===== src/rtl/uart_rx.sv =====
// -----------------------------------------------------------------------------
// uart_rx -- UART receiver for 8N1 frames (8E1 when UART_RX_PARITY_EN is defined)
//
// Oversamples the serial line on clk_baud (OVERSAMPLE ticks per bit), finds the
// start edge, samples each bit at its centre and presents the byte on bus_out
// with a one-cycle data_valid strobe.
//
// Parameters:
//   OVERSAMPLE  clk_baud ticks per serial bit; must be even and >= 4.
//
// Ports:
//   clk_baud    in   sampling clock, OVERSAMPLE x bit rate
//   rst         in   asynchronous reset, active low
//   rx_in       in   serial line, idle high, LSB first
//   bus_out     out  [7:0] last correctly framed byte, held until the next one
//   data_valid  out  one-cycle pulse when bus_out has just been updated
//   frame_err   out  one-cycle pulse when the stop bit is sampled low
//   parity_err  out  one-cycle pulse on even-parity mismatch (0 without parity)
//
// Build option:
//   UART_RX_PARITY_EN  when defined, a parity bit (even) follows the data bits.
// -----------------------------------------------------------------------------
module uart_rx #(
  parameter int OVERSAMPLE = 16
) (
  input  logic       clk_baud,
  input  logic       rst,
  input  logic       rx_in,
  output logic [7:0] bus_out,
  output logic       data_valid,
  output logic       frame_err,
  output logic       parity_err
);

  localparam int CNT_W = $clog2(OVERSAMPLE);
  localparam logic [CNT_W-1:0] CNT_HALF = CNT_W'(OVERSAMPLE / 2 - 1);
  localparam logic [CNT_W-1:0] CNT_FULL = CNT_W'(OVERSAMPLE - 1);
  localparam logic [CNT_W-1:0] CNT_ONE  = CNT_W'(1);

  typedef enum logic [2:0] {
    S_IDLE   = 3'd0,
    S_START  = 3'd1,
    S_DATA   = 3'd2,
    S_PARITY = 3'd3,
    S_STOP   = 3'd4
  } state_e;

`ifdef UART_RX_PARITY_EN
  // Even parity: the parity bit equals the XOR of the data bits.
  function automatic logic even_parity(input logic [7:0] data);
    even_parity = ^data;
  endfunction
`endif

  logic             sync1_q;
  logic             rxs_q;       // synchronized line (rxs)
  logic             rxs_prev_q;  // rxs one cycle earlier, for 1->0 detection
  state_e           state_q;
  logic [CNT_W-1:0] cnt_q;
  logic [2:0]       idx_q;
  logic [7:0]       shift_q;
  logic [7:0]       bus_q;
  logic             dv_q;
  logic             fe_q;
`ifdef UART_RX_PARITY_EN
  logic             par_pend_q;  // parity mismatch seen, reported at stop bit
  logic             pe_q;
`endif

  // Two-flop synchronizer plus a delayed copy used for start-edge detection.
  always_ff @(posedge clk_baud or negedge rst) begin
    if (!rst) begin
      sync1_q    <= 1'b1;
      rxs_q      <= 1'b1;
      rxs_prev_q <= 1'b1;
    end else begin
      sync1_q    <= rx_in;
      rxs_q      <= sync1_q;
      rxs_prev_q <= rxs_q;
    end
  end

  // Receive state machine with registered byte and status pulses.
  always_ff @(posedge clk_baud or negedge rst) begin
    if (!rst) begin
      state_q    <= S_IDLE;
      cnt_q      <= '0;
      idx_q      <= 3'd0;
      shift_q    <= 8'h00;
      bus_q      <= 8'h00;
      dv_q       <= 1'b0;
      fe_q       <= 1'b0;
`ifdef UART_RX_PARITY_EN
      par_pend_q <= 1'b0;
      pe_q       <= 1'b0;
`endif
    end else begin
      dv_q <= 1'b0;
      fe_q <= 1'b0;
`ifdef UART_RX_PARITY_EN
      pe_q <= 1'b0;
`endif
      case (state_q)
        S_IDLE: begin
          cnt_q <= '0;
          // Edge-triggered so a line held low (break) never re-arms.
          if (rxs_prev_q && !rxs_q) begin
            state_q <= S_START;
          end else begin
            state_q <= S_IDLE;
          end
        end

        S_START: begin
          if (cnt_q == CNT_HALF) begin
            cnt_q <= '0;
            idx_q <= 3'd0;
`ifdef UART_RX_PARITY_EN
            par_pend_q <= 1'b0;
`endif
            // A line back high at mid start bit was only a glitch.
            if (rxs_q) begin
              state_q <= S_IDLE;
            end else begin
              state_q <= S_DATA;
            end
          end else begin
            cnt_q <= cnt_q + CNT_ONE;
          end
        end

        S_DATA: begin
          if (cnt_q == CNT_FULL) begin
            cnt_q   <= '0;
            shift_q <= {rxs_q, shift_q[7:1]};  // LSB arrives first
            idx_q   <= idx_q + 3'd1;
            if (idx_q == 3'd7) begin
`ifdef UART_RX_PARITY_EN
              state_q <= S_PARITY;
`else
              state_q <= S_STOP;
`endif
            end else begin
              state_q <= S_DATA;
            end
          end else begin
            cnt_q <= cnt_q + CNT_ONE;
          end
        end

`ifdef UART_RX_PARITY_EN
        S_PARITY: begin
          if (cnt_q == CNT_FULL) begin
            cnt_q      <= '0;
            par_pend_q <= rxs_q ^ even_parity(shift_q);
            state_q    <= S_STOP;
          end else begin
            cnt_q <= cnt_q + CNT_ONE;
          end
        end
`endif

        S_STOP: begin
          if (cnt_q == CNT_FULL) begin
            cnt_q <= '0;
            // Back to IDLE at mid stop bit so a start edge in its second
            // half is already seen.
            state_q <= S_IDLE;
            if (rxs_q) begin
`ifdef UART_RX_PARITY_EN
              if (par_pend_q) begin
                pe_q <= 1'b1;
              end else begin
                bus_q <= shift_q;
                dv_q  <= 1'b1;
              end
`else
              bus_q <= shift_q;
              dv_q  <= 1'b1;
`endif
            end else begin
              fe_q <= 1'b1;
            end
          end else begin
            cnt_q <= cnt_q + CNT_ONE;
          end
        end

        default: begin
          state_q <= S_IDLE;
          cnt_q   <= '0;
        end
      endcase
    end
  end

  assign bus_out    = bus_q;
  assign data_valid = dv_q;
  assign frame_err  = fe_q;
`ifdef UART_RX_PARITY_EN
  assign parity_err = pe_q;
`else
  assign parity_err = 1'b0;
`endif

endmodule

===== config.mk =====
export PLATFORM = sky130hd
export DESIGN_NAME = uart_rx
export DESIGN_NICKNAME = d
export VERILOG_FILES = /design/src/rtl/uart_rx.sv
export SDC_FILE = /design/constraint.sdc
export NUM_CORES = 1
export LEC_CHECK = 0
export CORE_AREA = 2 2 72 47
export CTS_CLUSTER_DIAMETER = 100
export DETAILED_ROUTE_END_ITERATION = 16
export DIE_AREA = 0 0 74 49
export HOLD_SLACK_MARGIN = 0.15
export PLACE_DENSITY = 0.71
export RECOVER_POWER = 100
export REMOVE_ABC_BUFFERS = 1
export SYNTH_ARGS = -nofsm -noshare
export SYNTH_HDL_FRONTEND = slang
export SYNTH_SLANG_ARGS = --single-unit

===== constraint.sdc =====
create_clock -name clk_baud -period 1.8 [get_ports clk_baud]
set_input_delay 0.27 -clock clk_baud [delete_from_list [all_inputs] [get_ports clk_baud]]
set_output_delay 0.27 -clock clk_baud [all_outputs]
set_load 0.01 [all_outputs]

* Yosys cells after proc, flatten, opt, wreduce, memory -nomap -nowiden *
Cells that the tools add are included.

cells by class
  add/sub/neg operators = 2
  multipliers = 0
  divide/modulo/power cells = 0
  magnitude comparators = 0
  eq/ne operators = 9
  shifts and indexed selects = 0
  muxes and demuxes = 19
  bitwise gates (word level) = 0
  reduce and logical (&&, ||, !) cells = 9

operators with widths
  operator             number
  $mux 3               6
  $pmux 3 s4           1
  $reduce_and 3->1     3
  $mux 4               2
  $pmux 4 s2           1
  $mux 1               7
  $eq 3x3->1 const B   2
  $ne 2x2->1 const B   3
  $pmux 3 s2           1
  $add 4x1->4 const B  1
  $eq 4x3->1 const B   1
  $eq 4x4->1 const B   1
  $add 3x1->3 const B  1
  $eq 3x1->1 const B   1
  $eq 3x2->1 const B   1
  $logic_not 3->1      1
  $mux 2               1
  $reduce_and 2->1     1
  $reduce_bool 2->1    1
  $reduce_or 2->1      1
  $logic_and 1x1->1    1
  $logic_not 1->1      1

word-level totals
  register bits = 31
  bits in latches = 0
  RAM bits = 0
  ROM bits = 0
  output and inout bits = 11
  word-level logic and storage cells = 49
  memories kept = 0

* Depth between registers and ports, before layout *
Gate-level depths: netlist of run 1.

  word-level depth = 4
  mapped depth = 5
  gate-level depth less buffers = 5

* Worst setup path after synthesis of run 1 *
OpenSTA, ideal clock, no wires.

  path type = register -> register
  from = register cnt_q[0]
  to = register bus_q[0] (netlist: bus_out[0])
  library setup time = 0.125 ns
  arrival = 1.631 ns
  slack = 0.044 ns
  stages on the path, launching flop included = 6
  buffers on the path = 1
  period minus slack after synthesis = 1.756 ns
  path through = dfrtp_1 ha_1 nand3_2 or4_4 buf_6 mux2_4

between the ends
  cells in the longest elaborated chain, start to end = 2

RTL lines
  what                        RTL line  source
  from (decl)                 59        logic [CNT_W-1:0] cnt_q;
  from (signal assigned)      128       cnt_q <= cnt_q + CNT_ONE;
  from (signal assigned)      147       cnt_q <= cnt_q + CNT_ONE;
  from (signal assigned)      185       cnt_q <= cnt_q + CNT_ONE;
  $eq 4x4->1                  164       if (cnt_q == CNT_FULL) begin
  $reduce_and 3->1 (no line)  --
  to (signal assigned)        178       bus_q <= shift_q;
  to (decl)                   62        logic [7:0] bus_q;

No other way between the ends.
A chain may end at the register's enable or synchronous reset.

* Worst setup path in the final report of run 1 *
  from = register cnt_q[0]
  to = register bus_q[3] (netlist: bus_out[3])

The elaborated chain is that of the path after synthesis.

==> results of run 1 <==
area by class of cell:
cell class	instances	area, sq um
inverter	4	15.0
clock inverter	3	15.0
timing repair buffer	22	189
fill	262	1310
clock buffer	5	68.8
multi-input combinational	62	587
tap	45	56.3
sequential	31	779
cells by family after synthesis:
kind of cell | after synthesis
AOI/OAI and AO/OA | 9
xor gates and xnor gates | 4
adders and majority gates | 3
buffers and inverters | 10
DFF | 31
muxes | 19
other | 1
and+or+nand+nor | 25
worst max path at each step:
stage	start	endpoint	slack, ns	depth (start not counted)
finish	cnt_q[0]	bus_out[3]	0.04	4
global route	cnt_q[0]	bus_out[3]	-0.007	4
floorplan	cnt_q[0]	bus_out[0]	0.07	4
detailed placement	cnt_q[0]	bus_out[3]	0.03	4
global placement	cnt_q[0]	bus_out[1]	0.08	4
CTS	cnt_q[0]	bus_out[3]	0.01	4
routing by layer:
layer  wire [um]  vias up  part of all wire (%)  global-route usage [%]
met1        1240      399                    51                    22.1
met5           0        -                     0                       0
met3          81        5                   3.3                    6.20
met4          51        0                   2.1                    9.09
li1            -      401                     -                       -
met2        1070       10                    44                    19.8
report_power, final:
part / total, mW / switching (mW) / internal, mW
Clock: 0.524 / 0.260 / 0.264
Sequential: 0.843 / 0.0731 / 0.770
Combinational: 0.426 / 0.200 / 0.226
cells in the mapped netlist (2+ instances only):
cell type / count / area [sq um]
nor2_1: 5 / 18.8
dfrtp_1: 28 / 701
nand3b_1: 2 / 15.0
mux2_2: 8 / 90.1
mux2i_1: 3 / 30.0
ha_1: 3 / 37.5
xor2_1: 3 / 26.3
or3b_2: 3 / 26.3
a21oi_1: 2 / 10.0
buf_2: 4 / 20.0
mux2_4: 8 / 120
dfstp_2: 3 / 78.8
nand2_1: 4 / 15.0
inv_1: 4 / 15.0
o21a_1: 2 / 15.0
state kept, by name, summed over array words and instances, names as in the netlist:
register,cells
cnt_q,4
shift_q,8
rxs_prev_q,1
idx_q,3
rxs_q,1
bus_out,8
data_valid,1
sync1_q,1
frame_err,1
state_q,3
repair_timing:
item	CTS	global route
buffers inserted	0	1
gates resized for setup	0	5
hold buffers	0	0
setup endpoints to repair	0	8
==> flow_summary.toml, run 1 <==
[detailed_routing]
vias_per_cell = 4.74
drtPass1Iterations = 3
drc_errors = 0
totalWireLength_mm = 2.44
drt-initial-drc-count = 47
num_vias = 815
routedWlPerCell_um = 14.2
ant_nets = 0

[logic_synthesis]
synthAdderAreaFrac_pct = 2.72
synth_top_family_by_area = "multiplexers"
synthDistinctLibCells = 35
syn_area_sq_um = 1380
synth_edf_count = 0
synth_compound_area_share_pct = 5.07
ys_ff_latch = 31
synthXorXnorAreaFrac_pct = 2.54
synthArstFlopShare_pct = 100
synth_area_per_cell_sq_um = 13.5
synthSimpleGateAreaFrac_pct = 11.7
syn_inst = 102
ys.flop_type = "dfrtp_1"
synth-seq-area-share_pct = 56.4
ys_warn_count = 0
synth_mux_area_share_pct = 17.4

[timing]
hold_ws_ns = 0.359
slew_viol_final = 0
worst_slack_ns = 0.0409
period_needed_ns = 1.76
setup-tns-final_ns = 0
maxClockFrequency_mhz = 568
tightestPinTransition_ns = 0.736
finClkSkew_ns = 0.00627
finalHoldViolCount = 0
finalSetupViolCount = 0
slew_headroom_pct = 50.9
post-route-period-util_pct = 97.7

[critical_path]
start_kind = "register"
end_kind = "register"
required_ns = 1.97
crit_arrival_ns = 1.93
rr_endpoint = "bus_out[3]"
r2r-start = "cnt_q[0]"
cpMaxStageDelayCell = "or4_4"
critPathTopFamily = "simple AND/OR/NAND/NOR gates"
rr_worst_depth = 4
cp_cell_sequence = "ha_4, nand3_4, or4_4, mux2_4"
slowest_delay_ns = 0.61
setup.worst_path.class = "reg -> reg"
reg2reg_slack_ns = 0.04
worstPathMaxFanout = 5
critPathBufInv = 0

[floorplanning]
rows = 16
dieArea_sq_um = 3630
die_w_um = 74
coreArea_sq_um = 3020
die_h_um = 49
io_pins = 14
start_util_pct = 45.7

[clock_tree]
htree_levels = 2
root_buffer = "clkbuf_8"
clockBufferDepth = 2
clkSlewWorstSetupHoldPaths_ns = 0.07
clk_latency_ns = 0.29
cts_sinks = 31
cts_tree = "built"
numCtsBuffers = 5

[outcome]
status = "completed"

[pwr]
total_power_mw = 1.79
power.leakage_nw = 0.805
p_per_area_nw_per_um2 = 1050
ir_worst_vdd_mv = 0.593

[final_layout]
layout_commonest_cell = "dfrtp_1"
final_cell_mix = "dfrtp_1, clkdlybuf4s50_1, mux2_4, mux2_2, buf_4"
postLayoutCoreUtil_pct = 56.6
syn_to_final_growth_pct = 23.8
drive_gt1_share_pct = 37.0
n_antenna_cell = 0
fin_cells = 172
stdcell_area_sq_um = 1710
nets = 132

[placed_design]
hpwl_mm = 1.70
place_area_sq_um = 1590
gp_congestion = 0.853
dp.cells = 162
dp_slack_ns = 0.0341
io_buffers = 12

[global_route]
grt-ovfl-total = 0
grt_antenna_before_repair = 0
grt_max_degree = 32
grt_pass1_vias = 784
grt_use_total_pct = 15.6
grt_pass1_wl_mm = 3.99

[worst_hold_path]
min-delay-start = "sync1_q"
hold_class = "reg -> reg"
worstHoldEndpoint = "rxs_q"
whs_path_depth = 0

[job]
drv_cap = 0
Note: power is estimated with default switching activity, not from simulation.
==> inputs of run 2 (changes only) <==
==> config.mk (replaced) <==
export PLATFORM = sky130hd
export DESIGN_NAME = uart_rx
export DESIGN_NICKNAME = d
export VERILOG_FILES = /design/src/rtl/uart_rx.sv
export SDC_FILE = /design/constraint.sdc
export NUM_CORES = 1
export LEC_CHECK = 0
export CELL_PAD_IN_SITES_DETAIL_PLACEMENT = 0
export CELL_PAD_IN_SITES_GLOBAL_PLACEMENT = 2
export CORE_AREA = 2 2 85 54
export CTS_CLUSTER_DIAMETER = 100
export DETAILED_ROUTE_END_ITERATION = 16
export DIE_AREA = 0 0 87 56
export HOLD_SLACK_MARGIN = 0.15
export PLACE_DENSITY = 0.72
export RECOVER_POWER = 100
export REMOVE_ABC_BUFFERS = 1
export SKIP_CTS_REPAIR_TIMING = 1
export SYNTH_ARGS = -nofsm -noshare
export SYNTH_HDL_FRONTEND = slang
export SYNTH_SLANG_ARGS = --single-unit
==> flow_summary.toml, run 2 (synthesis gave the netlist of run 1 again) <==
[outcome]
status = "completed"

[critical_path]
worstPathMaxFanout = 5
rr_endpoint = "bus_out[6]"
crit_arrival_ns = 1.89
start_kind = "register"
end_kind = "register"
rr_worst_depth = 4
worstSetupStartpoint = "cnt_q[1]"
setup.worst_path.class = "reg -> reg"
required_ns = 1.96
cpMaxStageDelayCell = "or4_4"
r2r-start = "cnt_q[1]"
cp_cell_sequence = "ha_4, nand3_2, or4_4, mux2_4"
slowest_delay_ns = 0.61
reg2reg_slack_ns = 0.06

[floorplanning]
rows = 18
dieArea_sq_um = 4870
coreArea_sq_um = 4030
io_pins = 14
die_h_um = 56
start_util_pct = 34.3
die_w_um = 87

[detailed_routing]
vias_per_cell = 4.83
routedWlPerCell_um = 14.0
totalWireLength_mm = 2.47
ant_nets = 0
num_vias = 855
drc_errors = 0
drt-initial-drc-count = 42
drtPass1Iterations = 4

[final_layout]
final_cell_mix = "dfrtp_1, clkdlybuf4s50_1, mux2_4, mux2_2, buf_4"
layout_commonest_cell = "dfrtp_1"
syn_to_final_growth_pct = 25.6
fillers = 378
drive_gt1_share_pct = 36.2
n_antenna_cell = 0
stdcell_area_sq_um = 1740
nets = 132

[timing]
worst_slack_ns = 0.0641
hold_ws_ns = 0.364
finClkSkew_ns = 0.00898
maxClockFrequency_mhz = 576
slew_viol_final = 0
rsz0062_at_grt = "false"
tightestPinTransition_ns = 0.733
period_needed_ns = 1.74
finalSetupViolCount = 0
slew_headroom_pct = 51.1
setup-tns-final_ns = 0
finalHoldViolCount = 0
post-route-period-util_pct = 96.4

[pwr]
power.leakage_nw = 0.816
p_per_area_nw_per_um2 = 1110
ir_worst_vdd_mv = 0.497
total_power_mw = 1.93

[global_route]
grt_max_degree = 32
grt_pass1_wl_mm = 4.04
grt_pass1_vias = 843
grt_antenna_before_repair = 0
grt-ovfl-total = 0
grt_use_total_pct = 11.1

[placed_design]
dp_slack_ns = 0.0519
gp_congestion = 0.803
place_area_sq_um = 1600
hpwl_mm = 1.70
io_buffers = 12

[clock_tree]
root_buffer = "clkbuf_8"
cts_sinks = 31
numCtsBuffers = 5
htree_levels = 2
cts_tree = "built"
clockBufferDepth = 2
clk_latency_ns = 0.28
clkSlewWorstSetupHoldPaths_ns = 0.06

[job]
drv_cap = 0

[worst_hold_path]
min-delay-start = "sync1_q"
hold_class = "reg -> reg"
whs_path_depth = 0
worstHoldEndpoint = "rxs_q"
run 2: changes by cell type in the layout (fill, tap and decap cells not counted):
cell | before | now
clkinv_2 | 3 | 1
a211oi_4 | 1 | 0
clkbuf_8 | 5 | 6
dfstp_1 | 0 | 1
dfstp_2 | 3 | 2
a211oi_2 | 0 | 1
nand3_4 | 1 | 0
bufinv_16 | 0 | 1
nand3_2 | 0 | 1
run 2: worst max-delay path by stage:
stage | end | depth (start not counted) | slack, ns
2_1_floorplan | bus_out[0] | 4 | 0.07
3_3_place_gp | bus_out[1] | 4 | 0.07
3_5_place_dp | bus_out[6] | 4 | 0.05
4_1_cts | bus_out[6] | 4 | 0.04
5_1_grt | bus_out[4] | 4 | 0.003
6_report | bus_out[6] | 4 | 0.06
run 2: power breakdown:
group	switching, mW	internal (mW)
Sequential	0.0787	0.769
Clock	0.242	0.447
Combinational	0.184	0.205
run 2: per-stage QoR:
| stage | utilization [%] | std cells |
|---|---|---|
| after global placement | 39.7 | 168 |
| after detailed placement | 39.7 | 168 |
| after global routing | 43.0 | 177 |
| final | 43.0 | 177 |
| after floorplan | - | 96 |
| after CTS | 42.6 | 176 |
run 2: critical path, delay by kind of cell, from the launching register on:
kind / cells / cell delay, ns
flops: 1 / 0.40
mux: 1 / 0.33
simple gates: 2 / 0.72
fa+ha+maj: 1 / 0.17
run 2: layer usage:
metal	global-route usage (%)	wire, um	vias up
met1	15.9	1290	435
met4	5.36	27	0
met5	0	0	-
met3	4.45	97	2
li1	-	-	401
met2	14.3	1050	17
run 2: area by class of cell:
class	count	area (sq um)	share of cell area, %
clock buffer	6	82.6	4.76
tap	50	62.6	3.60
inverter	4	15.0	0.865
timing repair buffer	22	189	10.9
multi-input combinational	62	572	32.9
sequential	31	779	44.9
clock inverter	2	35.0	2.02
